**config.mk**
```make
export PLATFORM = sky130hd
export DESIGN_NAME = eye_box_measure
export DESIGN_NICKNAME = d
export VERILOG_FILES = /design/src/rtl/eye_pkg.sv /design/src/rtl/roi_hit.sv /design/src/rtl/eye_box_measure.sv
export SDC_FILE = /design/constraint.sdc
export NUM_CORES = 1
export LEC_CHECK = 0
export ABC_CLOCK_PERIOD_IN_PS = 5950
export BUFFER_PORTS_ARGS = -buffer_cell sky130_fd_sc_hd__buf_2
export CAP_MARGIN = 20
export CORE_MARGIN = 2
export CORE_UTILIZATION = 60
export CTS_CLUSTER_DIAMETER = 150
export DETAILED_ROUTE_END_ITERATION = 6
export PLACE_DENSITY = 0.82
export SYNTH_ARGS = -nofsm -noshare
export SYNTH_HDL_FRONTEND = slang
export SYNTH_SLANG_ARGS = --single-unit
```
**constraint.sdc**
```tcl
create_clock -name module_clk -period 5.95 [get_ports module_clk]
set_clock_uncertainty 0.1 [all_clocks]
set_input_delay 0.595 -clock module_clk [delete_from_list [all_inputs] [get_ports module_clk]]
set_output_delay 0.595 -clock module_clk [all_outputs]
set_load 0.02 [all_outputs]
```
**src/rtl/eye_pkg.sv**
```systemverilog
// Shared definitions for the eye bounding-box measurement slice:
// pixel/count widths, the min-coordinate sentinel and FSM state codes.
package eye_pkg;

   localparam int unsigned PIX_W = 11;
   localparam int unsigned CNT_W = 16;

   localparam logic [PIX_W-1:0] PIX_MAX = 11'd2047;

   localparam logic [1:0] ST_IDLE  = 2'd0;
   localparam logic [1:0] ST_ACCUM = 2'd1;
   localparam logic [1:0] ST_DONE  = 2'd2;

   // Inclusive extent of a non-empty coordinate range.
   function automatic logic [PIX_W-1:0] span(input logic [PIX_W-1:0] hi,
                                              input logic [PIX_W-1:0] lo);
      return hi - lo + 11'd1;
   endfunction

endpackage

```
**src/rtl/roi_hit.sv**
```systemverilog
// Combinational in-ROI test of a pixel position against inclusive bounds.
// Inverted bounds (x0>x1 or y0>y1) can never satisfy both comparisons,
// so such a ROI matches no pixel.
module roi_hit
   import eye_pkg::*;
(
   input  logic [PIX_W-1:0] xpos,
   input  logic [PIX_W-1:0] ypos,
   input  logic [PIX_W-1:0] x0,
   input  logic [PIX_W-1:0] x1,
   input  logic [PIX_W-1:0] y0,
   input  logic [PIX_W-1:0] y1,
   output logic             hit
);

   // Position lies inside both inclusive ranges.
   always_comb begin
      hit = (xpos >= x0) && (xpos <= x1) && (ypos >= y0) && (ypos <= y1);
   end

endmodule

```
**src/rtl/eye_box_measure.sv**
```systemverilog
// Bounding box of dark pixels inside a per-frame ROI, reported once per
// frame one cycle after the last active pixel.
// Optional macro EYE_BOX_MIN_PIX_EN: boxes with fewer than MIN_PIX dark
// pixels (but at least one) are treated as noise and leave the outputs held.
module eye_box_measure
   import eye_pkg::*;
#(
   parameter int unsigned H_DISP  = 800,
   parameter int unsigned V_DISP  = 480,
   parameter int unsigned MIN_PIX = 16
) (
   input  logic             module_clk,
   input  logic             module_rst,
   input  logic [PIX_W-1:0] lcd_pixel_xpos,
   input  logic [PIX_W-1:0] lcd_pixel_ypos,
   input  logic             pixel_en,
   input  logic             pixel_bin,
   input  logic [PIX_W-1:0] roi_x0,
   input  logic [PIX_W-1:0] roi_x1,
   input  logic [PIX_W-1:0] roi_y0,
   input  logic [PIX_W-1:0] roi_y1,
   output logic [PIX_W-1:0] eye_high,
   output logic [PIX_W-1:0] eye_wide,
   output logic             box_valid,
   output logic [CNT_W-1:0] dark_cnt
);

   localparam logic [PIX_W-1:0] X_LAST  = PIX_W'(H_DISP);
   localparam logic [PIX_W-1:0] Y_LAST  = PIX_W'(V_DISP);
   localparam logic [CNT_W-1:0] MIN_CNT = CNT_W'(MIN_PIX);
`ifdef EYE_BOX_MIN_PIX_EN
   localparam logic MIN_EN = 1'b1;
`else
   localparam logic MIN_EN = 1'b0;
`endif

   logic [1:0]       state;
   logic [PIX_W-1:0] sh_x0, sh_x1, sh_y0, sh_y1;
   logic [PIX_W-1:0] bx0, bx1, by0, by1;
   logic [PIX_W-1:0] xmin, xmax, ymin, ymax;
   logic [CNT_W-1:0] cnt;
   logic             fs, fe, hit, dark;
   logic             fs_take, acc_take, keep_prev;

   assign fs = pixel_en && (lcd_pixel_xpos == PIX_W'(1)) && (lcd_pixel_ypos == PIX_W'(1));
   assign fe = pixel_en && (lcd_pixel_xpos == X_LAST) && (lcd_pixel_ypos == Y_LAST);

   // A frame start is honoured in IDLE and ACCUM; ACCUM re-arms on a truncated frame.
   assign fs_take  = fs && ((state == ST_IDLE) || (state == ST_ACCUM));
   assign acc_take = dark && (state == ST_ACCUM) && !fs;
   assign keep_prev = MIN_EN && (cnt != '0) && (cnt < MIN_CNT);

   // The FS pixel is tested against the incoming ROI, since the shadow
   // registers only take those bounds on the same edge.
   always_comb begin
      bx0 = sh_x0;
      bx1 = sh_x1;
      by0 = sh_y0;
      by1 = sh_y1;
      if (fs) begin
         bx0 = roi_x0;
         bx1 = roi_x1;
         by0 = roi_y0;
         by1 = roi_y1;
      end
   end

   roi_hit u_roi_hit (
      .xpos (lcd_pixel_xpos),
      .ypos (lcd_pixel_ypos),
      .x0   (bx0),
      .x1   (bx1),
      .y0   (by0),
      .y1   (by1),
      .hit  (hit)
   );

   assign dark = pixel_en && pixel_bin && hit;

   // Frame sequencing: IDLE -> ACCUM on FS, ACCUM -> DONE on FE, DONE for one cycle.
   always_ff @(posedge module_clk or posedge module_rst) begin
      if (module_rst) begin
         state <= ST_IDLE;
      end else begin
         case (state)
            ST_IDLE:  if (fs) state <= ST_ACCUM;
            ST_ACCUM: if (!fs && fe) state <= ST_DONE;
            ST_DONE:  state <= ST_IDLE;
            default:  state <= ST_IDLE;
         endcase
      end
   end

   // Shadow ROI bounds, captured at each accepted frame start.
   always_ff @(posedge module_clk or posedge module_rst) begin
      if (module_rst) begin
         sh_x0 <= '0;
         sh_x1 <= '0;
         sh_y0 <= '0;
         sh_y1 <= '0;
      end else if (fs_take) begin
         sh_x0 <= roi_x0;
         sh_x1 <= roi_x1;
         sh_y0 <= roi_y0;
         sh_y1 <= roi_y1;
      end
   end

   // Bounding-box and count accumulators; FS seeds them with its own pixel.
   always_ff @(posedge module_clk or posedge module_rst) begin
      if (module_rst) begin
         xmin <= PIX_MAX;
         ymin <= PIX_MAX;
         xmax <= '0;
         ymax <= '0;
         cnt  <= '0;
      end else if (fs_take) begin
         if (dark) begin
            xmin <= lcd_pixel_xpos;
            xmax <= lcd_pixel_xpos;
            ymin <= lcd_pixel_ypos;
            ymax <= lcd_pixel_ypos;
            cnt  <= CNT_W'(1);
         end else begin
            xmin <= PIX_MAX;
            ymin <= PIX_MAX;
            xmax <= '0;
            ymax <= '0;
            cnt  <= '0;
         end
      end else if (acc_take) begin
         if (lcd_pixel_xpos < xmin) xmin <= lcd_pixel_xpos;
         if (lcd_pixel_xpos > xmax) xmax <= lcd_pixel_xpos;
         if (lcd_pixel_ypos < ymin) ymin <= lcd_pixel_ypos;
         if (lcd_pixel_ypos > ymax) ymax <= lcd_pixel_ypos;
         if (cnt != '1) cnt <= cnt + CNT_W'(1);
      end
   end

   // Result registers, loaded during the single DONE cycle.
   always_ff @(posedge module_clk or posedge module_rst) begin
      if (module_rst) begin
         eye_high  <= PIX_W'(1);
         eye_wide  <= '0;
         box_valid <= 1'b0;
         dark_cnt  <= '0;
      end else begin
         box_valid <= (state == ST_DONE);
         if (state == ST_DONE) begin
            if (cnt == '0) begin
               eye_wide <= '0;
               eye_high <= PIX_W'(1);
               dark_cnt <= '0;
            end else if (!keep_prev) begin
               eye_wide <= span(xmax, xmin);
               eye_high <= span(ymax, ymin);
               dark_cnt <= cnt;
            end
         end
      end
   end

endmodule

```
**Word-level counts from Yosys, hierarchy flattened**

Cells that the tools add are included.
W data, S select, Z words.

- Bits in registers: 145
- Output and inout port bits: 39
- Word-level logic and storage cells: 95

- Add/sub/neg operators: 5
- Magnitude comparators: 8
- Eq/ne operators: 9
- Mux-type cells: 30
- Reduce and logical (&&, ||, !) cells: 29

Operator list:

| operator | number |
|---|---|
| $mux W11 | 22 |
| $mux W16 | 4 |
| $add A11 B1 Y11 const B | 2 |
| $eq A11 B1 Y1 const B | 2 |
| $ge A11 B11 Y1 | 2 |
| $gt A11 B11 Y1 | 2 |
| $le A11 B11 Y1 | 2 |
| $lt A11 B11 Y1 | 2 |
| $sub A11 B11 Y11 | 2 |
| $add A16 B1 Y16 const B | 1 |
| $logic_not A16 Y1 | 1 |
| $ne A16 B16 Y1 const B | 1 |
| $logic_and A1 B1 Y1 | 13 |
| $reduce_and A2 Y1 | 6 |
| $reduce_bool A2 Y1 | 6 |
| $eq A11 B10 Y1 const B | 1 |
| $eq A11 B9 Y1 const B | 1 |
| $mux W2 | 2 |
| $pmux W2 S2 | 1 |
| $eq A2 B1 Y1 const B | 1 |
| $eq A2 B2 Y1 const B | 1 |
| $logic_not A2 Y1 | 1 |
| $ne A2 B1 Y1 const B | 1 |
| $ne A2 B2 Y1 const B | 1 |
| 3 further kinds | 3 |

**Longest topological paths before layout**

- Depth in word-level cells: 13
- Depth in mapped cells: 16

**Modules after synthesis**

Synthesis repeated with hierarchy kept, for this count alone.

- Cell total of the unflattened synthesis: 1011
- Area total of the unflattened synthesis: 9640.5 um^2

By module, submodules not included:

| module | times used | cells an instance | area an instance (um^2) | seq. area each (um^2) |
|---|---|---|---|---|
| eye_box_measure | 1 | 861 | 8563.2 | 3657.3 |
| roi_hit | 1 | 150 | 1077.3 | 0.0 |

**Least setup slack after synthesis**

Ideal clock, no wire load.

- Kind: in2reg
- From: input port lcd_pixel_xpos[1]
- To: register ymax[10]
- Arrival: 4.001 ns
- Data required time: 5.725 ns
- Slack: 1.724 ns
- Stages on the path: 14
- Path buffers: 2
- Path through: nor4b_1 -> nand4_1 -> nor2_1 -> buf_2 -> mux2i_1 -> ha_1 -> a211o_1 -> o211ai_1 -> a31o_2 -> a21oi_1 -> a211o_1 -> buf_6 -> o31ai_4 -> mux2_2

- Longest elaborated chain between the ends: 13

Ends and longest elaborated chain:

| item | line | RTL |
|---|---|---|
| start: declaration | eye_box_measure.sv:14 | `input logic [PIX_W-1:0] lcd_pixel_xpos,` |
| $eq A11 B1 Y1 | eye_box_measure.sv:45 | `assign fs = pixel_en && (lcd_pixel_xpos == PIX_W'(1)) && (lcd_pixel_ypos == PIX_W'(1));` |
| $logic_and A1 B1 Y1 (2 in a row) | eye_box_measure.sv:45 |  |
| $mux W11 | eye_box_measure.sv:60 | `if (fs) begin` |
| $ge A11 B11 Y1 / $le A11 B11 Y1 (equally long branches) | roi_hit.sv:18 | `hit = (xpos >= x0) && (xpos <= x1) && (ypos >= y0) && (ypos <= y1);` |
| $logic_and A1 B1 Y1 (3 in a row) | roi_hit.sv:18 |  |
| $logic_and A1 B1 Y1 | eye_box_measure.sv:78 | `assign dark = pixel_en && pixel_bin && hit;` |
| $logic_and A1 B1 Y1 (2 in a row) | eye_box_measure.sv:50 | `assign acc_take = dark && (state == ST_ACCUM) && !fs;` |
| $reduce_bool A2 Y1 (no line) | - |  |
| $reduce_and A2 Y1 (no line) | - |  |
| end signal: assignment | eye_box_measure.sv:122 | `ymax <= lcd_pixel_ypos;` |
| end signal: assignment | eye_box_measure.sv:135 | `if (lcd_pixel_ypos > ymax) ymax <= lcd_pixel_ypos;` |
| end: declaration | eye_box_measure.sv:40 | `logic [PIX_W-1:0] xmin, xmax, ymin, ymax;` |

Several ways; a longest one is shown, not always the timed one.
A chain may end at the register's enable or synchronous reset.

**Worst setup path in the final report**

- From: input port lcd_pixel_xpos[3]
- To: register ymin[0]

- Longest elaborated chain between the ends: 13

Ends and longest elaborated chain:

| item | line | RTL |
|---|---|---|
| $eq A11 B1 Y1 | eye_box_measure.sv:45 |  |
| $logic_and A1 B1 Y1 (2 in a row) | eye_box_measure.sv:45 |  |
| $mux W11 | eye_box_measure.sv:60 |  |
| $ge A11 B11 Y1 / $le A11 B11 Y1 (equally long branches) | roi_hit.sv:18 |  |
| $logic_and A1 B1 Y1 (3 in a row) | roi_hit.sv:18 |  |
| $logic_and A1 B1 Y1 | eye_box_measure.sv:78 |  |
| $logic_and A1 B1 Y1 (2 in a row) | eye_box_measure.sv:50 |  |
| $reduce_bool A2 Y1 (no line) | - |  |
| $reduce_and A2 Y1 (no line) | - |  |
| end signal: assignment | eye_box_measure.sv:121 | `ymin <= lcd_pixel_ypos;` |
| end signal: assignment | eye_box_measure.sv:134 | `if (lcd_pixel_ypos < ymin) ymin <= lcd_pixel_ypos;` |
| end: declaration | eye_box_measure.sv:40 |  |

Several ways; a longest one is shown, not always the timed one.

==> flow_summary.ini <==
[global_routing]
first_global_vias = 7493
grt_max_degree = 94
grt_first_pass_wirelength_mm = 36.5
overflow = 0
track_usage = 0.278
antenna_found_initial = 1

[pwr]
cellLeakagePower_nw = 5.10
p_per_area_mw_per_mm2 = 224
peakVddDrop_mv = 0.189

[timing]
fin_crit_sh = 0.786
setup_viol = 0
hold_viol = 0
clock.fmax_ghz = 0.214
hold_ws_ns = 0.248
finalSetupTns_ns = 0
fin_crit_ns = 4.68
rsz0062_at_grt = false
slew_violations = 0
tightestPinTransition_ns = 1.12
maxSlewHeadroom = 0.251

[cts]
postCtsSetupBuffers = 0
cts_made_buffers = 17
cts.htree.levels = 4
path_clk_slew_ns = 0.06
clk_root_buffer_cell = clkbuf_16
cts_tree = yes
ctsResizeCount = 0
clock_latency_ns = 0.42
numClockSinks = 145
hold_buffers = 0
cts_buffer_depth = 2

[placement]
gp_congestion = 0.903
hpwl_mm = 16.1
dpl.cell_count = 1233
numPortBuffers = 108

[detailed_routing]
vias_per_cell = 6.04
ant_nets = 0
dr.pass1.iters = 5
drt-total-wl_mm = 22.1
vias = 7658
drc = 0
detail_route.iter0.violations = 527
wl_per_cell_um = 17.5

[finish]
final_layout_size_suffix_gt1_frac = 0.192
fin_cells = 1267
area_delta_synth_final_pct = 15.2
fillers = 1147
nNetsFinal = 1262
fin_util = 0.707
reg_top3 = cnt (16), dark_cnt (16)

[synthesis]
ys.warnings.count = 0
synth.most_common_cell = nand2_1
synth_top_cell_area_share = 0.327
synth_ff_type = dfrtp_1
synth_area_mm2 = 0.00934
async_flop_share = 1.00
synth_cells = 962
synth_nets = 1160
synth_enable_flop_cells = 0
ys_seq_area_frac = 0.392
synth-seq-cells = 145
synth.largest_area_cell = dfrtp_1
syn_area_per_cell_um2 = 9.71
synth_area_leaders = dfrtp_1 (33%), ha_1 (17%), nand2_1 (7.2%)
ys_top_cells_by_count = nand2_1 (178), ha_1 (126), dfrtp_1 (122)
synth_cell_types = 57

[die]
rows = 45
io_pins = 109
fp.dieH_um = 129
die_w_um = 129
initial_core_util = 0.614
dieArea_mm2 = 0.0166
design.core.area_mm2 = 0.0152

[worst_setup_path]
crit_family = compound AO/OA/AOI/OAI gates
cp.required_ns = 6.20
crit_buf_inv = 4
cp-end-kind = register
critPathKind = in -> reg
crit_chain = buf_2, nor4b_1, nand4_1, nor2_4, buf_4, mux2i_1, ha_1, a211oi_1, o21ai_0, o211ai_1, o211ai_1, a211o_1, buf_4, o31ai_1, buf_4, mux2i_1
cp_max_fo = 32
critPathSlowestCell = nor4b_1
arrival_ns = 4.93
cpMostUsedCell = buf_4
critPathMaxStageDelay_ns = 0.53
cp-start-kind = primary input

[worst_hold_path]
hp-class = in -> async

[outcome]
status = completed

[job]
drv_cap = 0
-- placed cells by master, fill, tap and decap left out, types with 17 or more instances in the layout --
cell	n
nand2_1	178
ha_1	126
dfrtp_1	122
buf_2	108
inv_1	56
mux2i_1	42
a21oi_1	39
o21ai_0	30
nor2_1	29
a22o_1	26
nand4_1	24
mux2_2	23
dfstp_2	23
nand3_1	20
o22a_1	20
clkbuf_16	17
-- final cells by class --
| type | instances | area [um^2] | area share |
|---|---|---|---|
| sequential | 145 | 3660 | 0.340 |
| tap | 188 | 235 | 0.0219 |
| timing repair buffer | 120 | 631 | 0.0586 |
| antenna | 2 | 5.00 | 0.000465 |
| clock inverter | 9 | 203 | 0.0189 |
| clock buffer | 23 | 478 | 0.0444 |
| multi-input combinational | 722 | 5320 | 0.495 |
| inverter | 58 | 223 | 0.0207 |
-- per-layer routing --
layer	global-route usage	up-vias	part of all wire
met5	0	-	0
met1	0.379	3639	0.45
met4	0.105	0	0.028
met2	0.444	266	0.46
li1	-	3695	-
met3	0.0516	58	0.058
-- worst paths after layout --
path | cells after the start | startpoint | endpoint | slack [ns]
setup / recovery | 16 | lcd_pixel_xpos[3] | ymin[0]$_DFFE_PP1P_ | 1.27
hold reg to reg | 2 | dark_cnt[11]$_DFFE_PP0P_ | dark_cnt[11]$_DFFE_PP0P_ | 0.37
max in group asynchronous | 3 | module_rst | dark_cnt[2]$_DFFE_PP0P_ | 4.32
setup reg to reg | 11 | sh_y1[4]$_DFFE_PP0P_ | ymin[0]$_DFFE_PP1P_ | 2.90
hold / removal | 2 | module_rst | sh_x1[3]$_DFFE_PP0P_ | 0.25
min in group module_clk | 3 | roi_x0[7] | sh_x0[7]$_DFFE_PP0P_ | 0.27
-- where the power goes --
group / internal, mW / switching, mW / total (mW)
Clock: 0.821 / 0.417 / 1.24
Combinational: 0.0654 / 0.109 / 0.174
Sequential: 0.990 / 0.00216 / 0.993
-- through the flow --
step / area [um^2] / power (mW) / setup WS [ns]
final: 10800 / 2.40 / 1.27
after detailed placement: 10100 / 1.18 / 1.02
after global placement: 10100 / 1.18 / 1.07
after floorplan: 9340 / 1.11 / 1.40
after global routing: 10700 / 2.48 / 1.10
after CTS: 10700 / 2.41 / 1.38
-- cells by family (layout without fill, tap and decap cells) --
kind of cell	after synthesis	after routing	synth area share
buffers and inverters	95	210	0.0409
AO/OA/AOI/OAI	193	193	0.148
multiplexers	65	65	0.0728
XOR/XNOR	16	16	0.0150
AND/OR/NAND/NOR	320	320	0.158
adder cells (fa/ha/maj)	128	128	0.173
flip-flops	145	145	0.392
other	0	2	0
No activity file was read; power rests on OpenSTA's default activity.
